<file path="config.mk">
export PLATFORM = sky130hd
export DESIGN_NAME = mdu
export DESIGN_NICKNAME = d
export VERILOG_FILES = /design/src/rtl/mdu_pkg.sv /design/src/rtl/mdu_iter_core.sv /design/src/rtl/mdu.sv
export SDC_FILE = /design/constraint.sdc
export NUM_CORES = 1
export LEC_CHECK = 0
export BUFFER_PORTS_ARGS = -buffer_cell sky130_fd_sc_hd__buf_2
export CORE_ASPECT_RATIO = 1.2
export CORE_MARGIN = 8
export CORE_UTILIZATION = 54
export CTS_CLUSTER_SIZE = 40
export DETAILED_ROUTE_END_ITERATION = 8
export GPL_ROUTABILITY_DRIVEN = 0
export PLACE_DENSITY_LB_ADDON = 0.1
export SYNTH_ARGS = -nofsm -noshare
export SYNTH_HDL_FRONTEND = slang
export SYNTH_SLANG_ARGS = --single-unit
</file>
<file path="constraint.sdc">
create_clock -name i_clk -period 6.95 [get_ports i_clk]
set_clock_uncertainty 0.15 [all_clocks]
set_input_delay 1.7375 -clock i_clk [delete_from_list [all_inputs] [get_ports i_clk]]
set_output_delay 1.7375 -clock i_clk [all_outputs]
set_load 0.005 [all_outputs]
</file>
<file path="src/rtl/mdu_pkg.sv">
// Shared types and constants for the RV32M multiply/divide unit.
package mdu_pkg;

   typedef enum logic [2:0] {
      MUL    = 3'b000,
      MULH   = 3'b001,
      MULHSU = 3'b010,
      MULHU  = 3'b011,
      DIV    = 3'b100,
      DIVU   = 3'b101,
      REM    = 3'b110,
      REMU   = 3'b111
   } mdu_op_e;

   typedef enum logic [1:0] {
      IDLE = 2'd0,
      CALC = 2'd1,
      DONE = 2'd2
   } mdu_state_e;

   localparam int          MDU_ITER = 32;
   localparam logic [31:0] DIV0_Q   = 32'hFFFF_FFFF;

endpackage

</file>
<file path="src/rtl/mdu_iter_core.sv">
// Shared iterative datapath: restoring divide or shift-add multiply, one bit per step,
// over a 64-bit accumulator with a down-counter that flags the final step.
module mdu_iter_core
   import mdu_pkg::*;
(
   input  logic        i_clk,
   input  logic        i_rst_n,
   input  logic        load,
   input  logic        step,
   input  logic        is_div,
   input  logic [31:0] init_lo,
   input  logic [31:0] operand,
   output logic [63:0] acc_next,
   output logic        last
);

   logic [63:0] acc_q;
   logic [31:0] opnd_q;
   logic        div_q;
   logic [4:0]  cnt_q;
   logic [33:0] trial;
   logic [32:0] sum;

   // Divide: acc = {remainder, dividend/quotient}. Multiply: acc = {partial high, multiplier}.
   always_comb begin
      trial = {1'b0, acc_q[63:31]} - {2'b00, opnd_q};
      sum   = {1'b0, acc_q[63:32]} + (acc_q[0] ? {1'b0, opnd_q} : 33'd0);
      if (div_q)
         acc_next = trial[33] ? {acc_q[62:0], 1'b0} : {trial[31:0], acc_q[30:0], 1'b1};
      else
         acc_next = {sum, acc_q[31:1]};
   end

   assign last = (cnt_q == 5'd0);

   always_ff @(posedge i_clk or negedge i_rst_n) begin
      if (!i_rst_n) begin
         acc_q  <= '0;
         opnd_q <= '0;
         div_q  <= 1'b0;
         cnt_q  <= '0;
      end else if (load) begin
         acc_q  <= {32'd0, init_lo};
         opnd_q <= operand;
         div_q  <= is_div;
         cnt_q  <= 5'(MDU_ITER - 1);
      end else if (step) begin
         acc_q <= acc_next;
         if (cnt_q != 5'd0)
            cnt_q <= cnt_q - 5'd1;
      end
   end

endmodule

</file>
<file path="src/rtl/mdu.sv">
// RV32M multiply/divide unit: FSM, operand conditioning, sign fix and registered write port.
// Define MDU_FAST_MUL_EN to compile in a single-cycle 33x33 multiplier for the MUL* ops.
//
//   state | meaning
//   IDLE  | waiting for i_start
//   CALC  | iterating, one result bit per cycle (32 cycles)
//   DONE  | result registered on the outputs, o_done high
module mdu
   import mdu_pkg::*;
#(
   parameter int XLEN = 32
) (
   input  logic            i_clk,
   input  logic            i_rst_n,
   input  logic            i_start,
   input  logic            i_kill,
   input  logic [2:0]      i_funct3,
   input  logic [XLEN-1:0] i_rs1_data,
   input  logic [XLEN-1:0] i_rs2_data,
   input  logic [4:0]      i_rd_addr,
   output logic            o_busy,
   output logic            o_done,
   output logic            o_rd_wren,
   output logic [4:0]      o_rd_addr,
   output logic [XLEN-1:0] o_rd_data
);

   mdu_state_e      state_q, state_d;
   mdu_op_e         op_in, op_q;
   logic [4:0]      rd_q, addr_d;
   logic            neg_q, neg_in, rs1_neg, rs2_neg;
   logic            is_div_in, div0, ovf, fast, accept;
   logic            core_load, core_step, core_last;
   logic [XLEN-1:0] mag_a, mag_b, fast_res, iter_res, res_d, core_lo, core_opnd;
   logic [63:0]     core_next, prod_fix;

`ifdef MDU_FAST_MUL_EN
   logic signed [32:0] mul_a, mul_b;
   logic signed [65:0] mul_p;

   always_comb begin
      mul_a = {rs1_neg, i_rs1_data};
      mul_b = {rs2_neg, i_rs2_data};
      mul_p = mul_a * mul_b;
   end
`endif

   always_comb begin
      op_in     = mdu_op_e'(i_funct3);
      is_div_in = i_funct3[2];
      rs1_neg   = i_rs1_data[XLEN-1] & (op_in inside {MULH, MULHSU, DIV, REM});
      rs2_neg   = i_rs2_data[XLEN-1] & (op_in inside {MULH, DIV, REM});
      mag_a     = rs1_neg ? -i_rs1_data : i_rs1_data;
      mag_b     = rs2_neg ? -i_rs2_data : i_rs2_data;
      // Remainder follows the dividend; everything else follows the sign product.
      neg_in    = (op_in == REM) ? rs1_neg : (rs1_neg ^ rs2_neg);
      div0      = is_div_in && (i_rs2_data == '0);
      ovf       = (op_in inside {DIV, REM}) && (i_rs1_data == 32'h8000_0000) &&
                  (i_rs2_data == 32'hFFFF_FFFF);
      fast_res  = '0;
      if (div0)
         fast_res = i_funct3[1] ? i_rs1_data : DIV0_Q;
      else if (ovf)
         fast_res = i_funct3[1] ? 32'h0000_0000 : 32'h8000_0000;
`ifdef MDU_FAST_MUL_EN
      else if (!is_div_in)
         fast_res = (op_in == MUL) ? mul_p[31:0] : mul_p[63:32];
      fast = div0 | ovf | !is_div_in;
`else
      fast = div0 | ovf;
`endif
      core_lo   = is_div_in ? mag_a : mag_b;
      core_opnd = is_div_in ? mag_b : mag_a;
   end

   always_comb begin
      prod_fix = neg_q ? -core_next : core_next;
      unique case (op_q)
         MUL:                iter_res = core_next[31:0];
         MULH, MULHSU, MULHU: iter_res = prod_fix[63:32];
         DIV, DIVU:          iter_res = neg_q ? -core_next[31:0] : core_next[31:0];
         default:            iter_res = neg_q ? -core_next[63:32] : core_next[63:32];
      endcase
   end

   always_comb begin
      state_d   = state_q;
      accept    = 1'b0;
      core_load = 1'b0;
      core_step = 1'b0;
      unique case (state_q)
         IDLE, DONE: begin
            if (i_start) begin
               accept    = 1'b1;
               core_load = !fast;
               state_d   = fast ? DONE : CALC;
            end else begin
               state_d = IDLE;
            end
         end
         CALC: begin
            core_step = 1'b1;
            if (core_last)
               state_d = DONE;
         end
         default: state_d = IDLE;
      endcase
      if (i_kill) begin
         state_d   = IDLE;
         accept    = 1'b0;
         core_load = 1'b0;
         core_step = 1'b0;
      end
      addr_d = accept ? i_rd_addr : rd_q;
      res_d  = accept ? fast_res : iter_res;
   end

   mdu_iter_core u_core (
      .i_clk    (i_clk),
      .i_rst_n  (i_rst_n),
      .load     (core_load),
      .step     (core_step),
      .is_div   (is_div_in),
      .init_lo  (core_lo),
      .operand  (core_opnd),
      .acc_next (core_next),
      .last     (core_last)
   );

   always_ff @(posedge i_clk or negedge i_rst_n) begin
      if (!i_rst_n) begin
         state_q   <= IDLE;
         op_q      <= MUL;
         rd_q      <= '0;
         neg_q     <= 1'b0;
         o_busy    <= 1'b0;
         o_done    <= 1'b0;
         o_rd_wren <= 1'b0;
         o_rd_addr <= '0;
         o_rd_data <= '0;
      end else begin
         state_q   <= state_d;
         o_busy    <= (state_d == CALC);
         o_done    <= (state_d == DONE);
         o_rd_wren <= (state_d == DONE) && (addr_d != 5'd0);
         if (accept) begin
            op_q  <= op_in;
            rd_q  <= i_rd_addr;
            neg_q <= neg_in;
         end
         if (state_d == DONE) begin
            o_rd_addr <= addr_d;
            o_rd_data <= res_d;
         end
      end
   end

endmodule

</file>
; Word-level counts from Yosys, hierarchy flattened
; Cells that the tools add are included.
; W data, S select, Z words.
[totals]
wordCells = 96
ff_bits = 153
in_bits = 76
output_inout_bits = 40
[classes]
n_bitwise = 4
mux = 36
n_reduce_logical = 20
n_addsub = 8
eq_ne = 15
[op_table]
columns = operator, count
row1 = $mux W32, 12
row2 = $mux W64, 5
row3 = $neg A32 Y32, 4
row4 = $pmux W32 S3, 1
row5 = $eq A32 B32 Y1 const B, 2
row6 = $neg A64 Y64, 1
row7 = $sub A33 B32 Y34, 1
row8 = $add A32 B33 Y33, 1
row9 = $logic_not A32 Y1, 1
row10 = $mux W5, 4
row11 = $eq A3 B3 Y1 const B, 4
row12 = $reduce_bool A5 Y1, 2
row13 = $eq A3 B2 Y1 const B, 3
row14 = $mux W1, 9
row15 = $mux W2, 4
row16 = $eq A3 B1 Y1 const B, 2
row17 = $reduce_bool A2 Y1, 3
row18 = $logic_not A5 Y1, 1
row19 = $sub A5 B1 Y5 const B, 1
row20 = $eq A2 B1 Y1 const B, 2
row21 = $eq A2 B2 Y1 const B, 2
row22 = $logic_and A1 B1 Y1, 4
row23 = $pmux W2 S2, 1
row24 = $reduce_bool A4 Y1, 1
row25 = other kinds (10), 12

; Longest topological paths before layout
[logic_depth]
ltp_word = 11
depth_mapped = 22
ltp_nobuf = 20

; By module
; Synthesis repeated with hierarchy kept, for this count alone.
[hier_totals]
cells_unflattened = 2181
area_unflattened_um2 = 16784.8
[modules_own_cells]
columns = module, seq_area_each_um2, cells_per_inst, instances, area_each_um2
row1 = mdu_iter_core, 2552.4, 1131, 1, 9088.7
row2 = mdu, 1276.2, 1050, 1, 7696.1

; Worst setup path after synthesis
; Ideal clock, no wire load.
[synth_timing]
path_type = flip-flop to flip-flop
start = register u_core.acc_q[55]
end = register o_rd_data[26]
n_path_buf = 2
stages_incl_launch_ff = 21
slack_ns = 1.784
synth_period_minus_slack_ns = 5.166
arrival_ns = 4.939
setup_ns = 0.077
required_time_ns = 6.723
cell_sequence = dfrtp_1 -> ha_1 -> buf_2 -> a21oi_1 -> o211ai_1 -> a2111oi_4 -> or2_1 -> buf_6 -> a31oi_1 -> inv_1 -> ha_1 -> o21ai_0 -> or4_1 -> nor3_1 -> nand3_1 -> nor3_1 -> a31oi_1 -> or4_1 -> nor2_1 -> o21ai_0 -> a21oi_1
[synth_via]
elab_chain_cells = 7
word_cells_on_any_way = 12
cone_classes = add/sub: 5 / mux: 7
[synth_rtl]
columns = item, line
row1 = start: declaration, mdu_iter_core.sv:17  ; logic [63:0] acc_q;
row2 = start signal: assignment, mdu_iter_core.sv:43  ; acc_q <= {32'd0, init_lo};
row3 = start signal: assignment, mdu_iter_core.sv:48  ; acc_q <= acc_next;
row4 = $sub A33 B32 Y34, mdu_iter_core.sv:26  ; trial = {1'b0, acc_q[63:31]} - {2'b00, opnd_q};
row5 = $mux W64, mdu_iter_core.sv:29  ; acc_next = trial[33] ? {acc_q[62:0], 1'b0} : {trial[31:0], acc_q[30:0], 1'b1};
row6 = $mux W64 *, mdu_iter_core.sv:28  ; if (div_q)
row7 = "$neg A64 Y64, or another cell as far along", mdu.sv:77  ; prod_fix = neg_q ? -core_next : core_next;
row8 = "$mux W64, or another cell as far along", mdu.sv:77
row9 = $pmux W32 S3 *, mdu.sv:78  ; unique case (op_q)
row10 = $mux W32 *, mdu.sv:115  ; res_d = accept ? fast_res : iter_res;
row11 = end signal: assignment, mdu.sv:153  ; o_rd_data <= res_d;
row12 = end: declaration, mdu.sv:25  ; output logic [XLEN-1:0] o_rd_data
; Mark *: on every way between the ends. The rest lies on a longest branch, timed or not.
; A chain may end at the register's enable or synchronous reset.

; Final worst setup path
[layout_timing]
start = register u_core.acc_q[0]
end = register o_rd_data[30]
[layout_via]
elab_chain_cells = 7
word_cells_on_any_way = 12
cone_classes = add/sub: 4 / mux: 8
[layout_rtl]
columns = item, line
row1 = $mux W32, mdu_iter_core.sv:27  ; sum = {1'b0, acc_q[63:32]} + (acc_q[0] ? {1'b0, opnd_q} : 33'd0);
row2 = $add A32 B33 Y33, mdu_iter_core.sv:27
row3 = $mux W64 *, mdu_iter_core.sv:28
row4 = $neg A64 Y64 / $neg A32 Y32 (equally long branches), "mdu.sv:77, mdu.sv:82"
row5 = $mux W64 / $mux W32 (equally long branches), "mdu.sv:77, mdu.sv:82"
row6 = $pmux W32 S3 *, mdu.sv:78
row7 = $mux W32 *, mdu.sv:115
; Marked as above.

==> reports/metrics.cfg <==
[sta]
rsz0062_at_grt=false
max_freq_mhz=148
slew_headroom_pct=6.04
fin_setup_tns_ns=0
worst_slew_pin_slew_ns=1.40
setup_viol=0
hold_violations=0
period_share_pct=97.0
min_period_ns=6.74
drv_slew=0

[global_routing]
grt.total_usage_pct=37.5
grt_first_pass_wirelength_um=107000
grt.overflow.total=0
grt_pass1_vias=18300
antenna_found_initial=5
grt_max_degree=114

[logic_synthesis]
synth-main-ff-cell=dfrtp_1
ys_ff_latch=153
synth_seq_area_share_pct=23.0
avgSynthCellArea_um2=7.27
syn_inst=2285
synth-edff-count=0
syn-num-nets=2434
synth_cell_types=86
synth_area_um2=16600
synthArstFlopShare_pct=100
yosys_warnings=0

[clock_network]
cts_tree=done
clk_latency_ns=0.46
cts_max_level=4
cts_made_buffers=17
root_buffer=clkbuf_16
clkSlewWorstSetupHoldPaths_ns=0.07
cts_sinks=153
post-cts-setup-buffers=0
clock_path_buffers=2
postCtsHoldBufs=0

[setup_path]
crit_top_cell=a211oi_1
cp-end-kind=register
required_ns=7.11
cp_slowest_cell=a211oi_1
cp_top_family=compound AO/OA/AOI/OAI gates
crit_arrival_ns=6.90
crit_chain=buf_4 -> and2_1 -> ha_1 -> fa_1 -> a21o_1 -> a221o_1 -> a211oi_1 -> o21ai_0 -> a41oi_1 -> mux2i_1 -> o211a_1 -> nand3_1 -> nor4b_2 -> a211oi_1 -> a2111oi_0 -> a21oi_1
critPathKind=reg2reg
crit_fanout=32
cp.buffers_inverters=1
crit_path_max_incr_delay_ns=0.85
crit_path_start_kind=register

[floorplan]
io_pins=116
dieArea_um2=36700
rows=70
fp.dieH_um=208
start_util_pct=54.7
chipWidth_um=176
core_um2=30400

[route]
routed_via_density=6.99
antenna_left=0
routedWlPerCell_um=25.8
drc=0
drtPass1Iterations=7
num_vias=19100
routed_wl_um=70400
drt-initial-drc-count=2355

[power]
power.share.combinational_pct=70.2
p_switching_uw=4520
ir_drop_mv=0.224
pwr-share-seq_pct=17.4
clkPwrFrac_pct=12.3
switching_share_pct=56.7
p_leak_uw=0.00758
intPower_uw=3450
power.density_nw_per_um2=441

[finish]
n_fill_cell=2925
areaGrowthSynthToFinish_pct=8.82
fin_util_pct=59.5
post_layout_nonfiller_instances=2726
finish.instance_area_um2=18100
fin_nets=2465
drive_gt1_share_pct=10.3

[run]
cap_violations=0

[place]
placement.cell_area_um2=17500
portBuffers=115
post-dp-hpwl_um=53100
dpl.cell_count=2692

[status]
outcome=complete, no violations

[min_path]
hp-class=reg2reg

[repair_timing]
action / 4_1_cts / 5_1_grt
setup endpoints to repair: 0 / 1
endpoints found under the hold margin: 0 / 0
resized for setup: 0 / 1
[worst reg2reg max path, delay by kind of cell (launching register included)]
| kind | cells | cell delay (ns) |
|---|---|---|
| mux | 1 | 0.23 |
| compound gates | 9 | 3.90 |
| fa+ha+maj | 2 | 0.64 |
| simple gates | 3 | 1.02 |
| buf+inv | 1 | 0.25 |
| flops | 1 | 0.40 |
[synthesized netlist by cell type (all sizes together), types with 7 or more instances]
cell / n / area share, %
xor2: 61 / 3.2
inv: 68 / 1.5
xnor2: 85 / 4.5
nand4: 28 / 1.1
nor3: 86 / 2.6
o2111ai: 11 / 0.62
or3: 29 / 1.1
and2: 48 / 1.8
o21bai: 9 / 0.41
nor2: 189 / 4.3
a211oi: 13 / 0.59
o22ai: 7 / 0.26
nor4: 23 / 0.94
o21a: 20 / 0.90
a31oi: 48 / 1.8
nor2b: 8 / 0.30
clkbuf: 114 / 2.6
a311oi: 14 / 0.89
o211ai: 46 / 2.1
mux2: 8 / 0.54
or4: 11 / 0.52
ha: 71 / 5.3
dfrtp: 153 / 23
nand3: 40 / 1.2
a21oi: 238 / 7.2
o31ai: 46 / 2.1
a211o: 8 / 0.42
or2: 8 / 0.30
nand2b: 18 / 0.68
a221oi: 12 / 0.63
and3: 16 / 0.60
a21o: 31 / 1.4
o41ai: 13 / 0.73
nand2: 267 / 6.1
buf: 35 / 1.0
o21ai: 231 / 7.0
o221ai: 14 / 0.74
mux2i: 45 / 2.7
[routing by layer]
metal  vias up  track usage, %  routed length, µm
li1       8521               -                  -
met1      8827            43.4              25700
met2      1321            57.6              30800
met3       385            10.9               7910
met4         4            28.7               6050
met5         -               0                 26
[cell type report]
class / count / area (µm²) / area share [%]
clock inverters: 15 / 173 / 0.955
diodes: 1 / 2.50 / 0.0138
inverters: 70 / 263 / 1.45
well taps: 396 / 495 / 2.74
multi-input cells: 1913 / 12000 / 66.2
flip-flops and latches: 153 / 3830 / 21.2
repair buffers: 161 / 927 / 5.13
clock buffers: 17 / 425 / 2.35
[registers in the layout, summed over array words and instances (netlist names)]
name           count
o_busy             1
state_q            2
u_core.div_q       1
u_core.acc_q      64
rd_q               5
neg_q              1
o_done             1
u_core.cnt_q       5
o_rd_wren          1
op_q               3
u_core.opnd_q     32
o_rd_addr          5
o_rd_data         32
[cells in the final DEF (no fill, tap or decap), types with 13 or more instances in the layout]
| cell | netlist | final |
|---|---|---|
| mux2i_1 | 45 | 45 |
| and2_1 | 48 | 48 |
| xor2_1 | 61 | 61 |
| buf_4 | 2 | 46 |
| nor4_1 | 21 | 20 |
| ha_1 | 71 | 71 |
| nand4_1 | 28 | 28 |
| and3_1 | 16 | 16 |
| dfrtp_1 | 153 | 151 |
| nor3_1 | 86 | 83 |
| a211oi_1 | 13 | 13 |
| o21ai_0 | 224 | 223 |
| clkbuf_16 | 0 | 17 |
| o31ai_1 | 45 | 45 |
| a21o_1 | 31 | 31 |
| nand3_1 | 40 | 40 |
| or3_1 | 29 | 29 |
| nand2_1 | 266 | 266 |
| a21oi_1 | 238 | 238 |
| o211ai_1 | 46 | 46 |
| buf_2 | 22 | 114 |
| nand2b_1 | 18 | 18 |
| inv_1 | 68 | 68 |
| o221ai_1 | 14 | 14 |
| o21a_1 | 20 | 20 |
| a31oi_1 | 47 | 47 |
| xnor2_1 | 85 | 85 |
| nor2_1 | 189 | 188 |
[metrics by stage]
step                hold WS, ns  worst slack [ns]  power, µW
global placement          0.306             0.171       6630
floorplan                 0.310              1.78       5040
CTS                       0.336            0.0441       7680
finish                    0.333             0.211       7970
global route              0.341            0.0321       8360
detailed placement        0.311            0.0722       6670
[path summary, 6_finish.rpt]
path	to	depth (start not counted)	slack, ns	start
setup / recovery	o_rd_data[30]$_DFFE_PN0P_	16	0.21	u_core.acc_q[0]$_DFFE_PN0P_
hold / removal	o_rd_addr[4]$_DFFE_PN0P_	2	0.33	o_rd_addr[4]$_DFFE_PN0P_
setup reg to reg	o_rd_data[30]$_DFFE_PN0P_	16	0.21	u_core.acc_q[0]$_DFFE_PN0P_
hold reg to reg	o_rd_addr[4]$_DFFE_PN0P_	2	0.33	o_rd_addr[4]$_DFFE_PN0P_
max in group asynchronous	u_core.acc_q[49]$_DFFE_PN0P_	2	4.22	i_rst_n
min in group asynchronous	u_core.cnt_q[1]$_DFFE_PN0P_	1	1.05	i_rst_n
[kinds of logic (layout without fill, tap and decap cells)]
family | after synthesis | count (layout) | synth area share, %
compound gates | 838 | 838 | 32.1
simple gates | 803 | 803 | 23.1
buf+inv | 219 | 263 | 5.21
flops | 153 | 153 | 23.0
xor+xnor | 146 | 146 | 7.70
fa+ha+maj | 73 | 73 | 5.59
mux | 53 | 53 | 3.25
other cells | 0 | 1 | 0
[power groups by stage]
stage	clock, µW	sequential, µW	combinational, µW
after CTS	981	1370	5330
after floorplan	0	1290	3750
final	983	1390	5600
after detailed placement	0	1390	5290
after global routing	1020	1410	5930
after global placement	0	1380	5250
No activity file was read; power rests on OpenSTA's default activity.
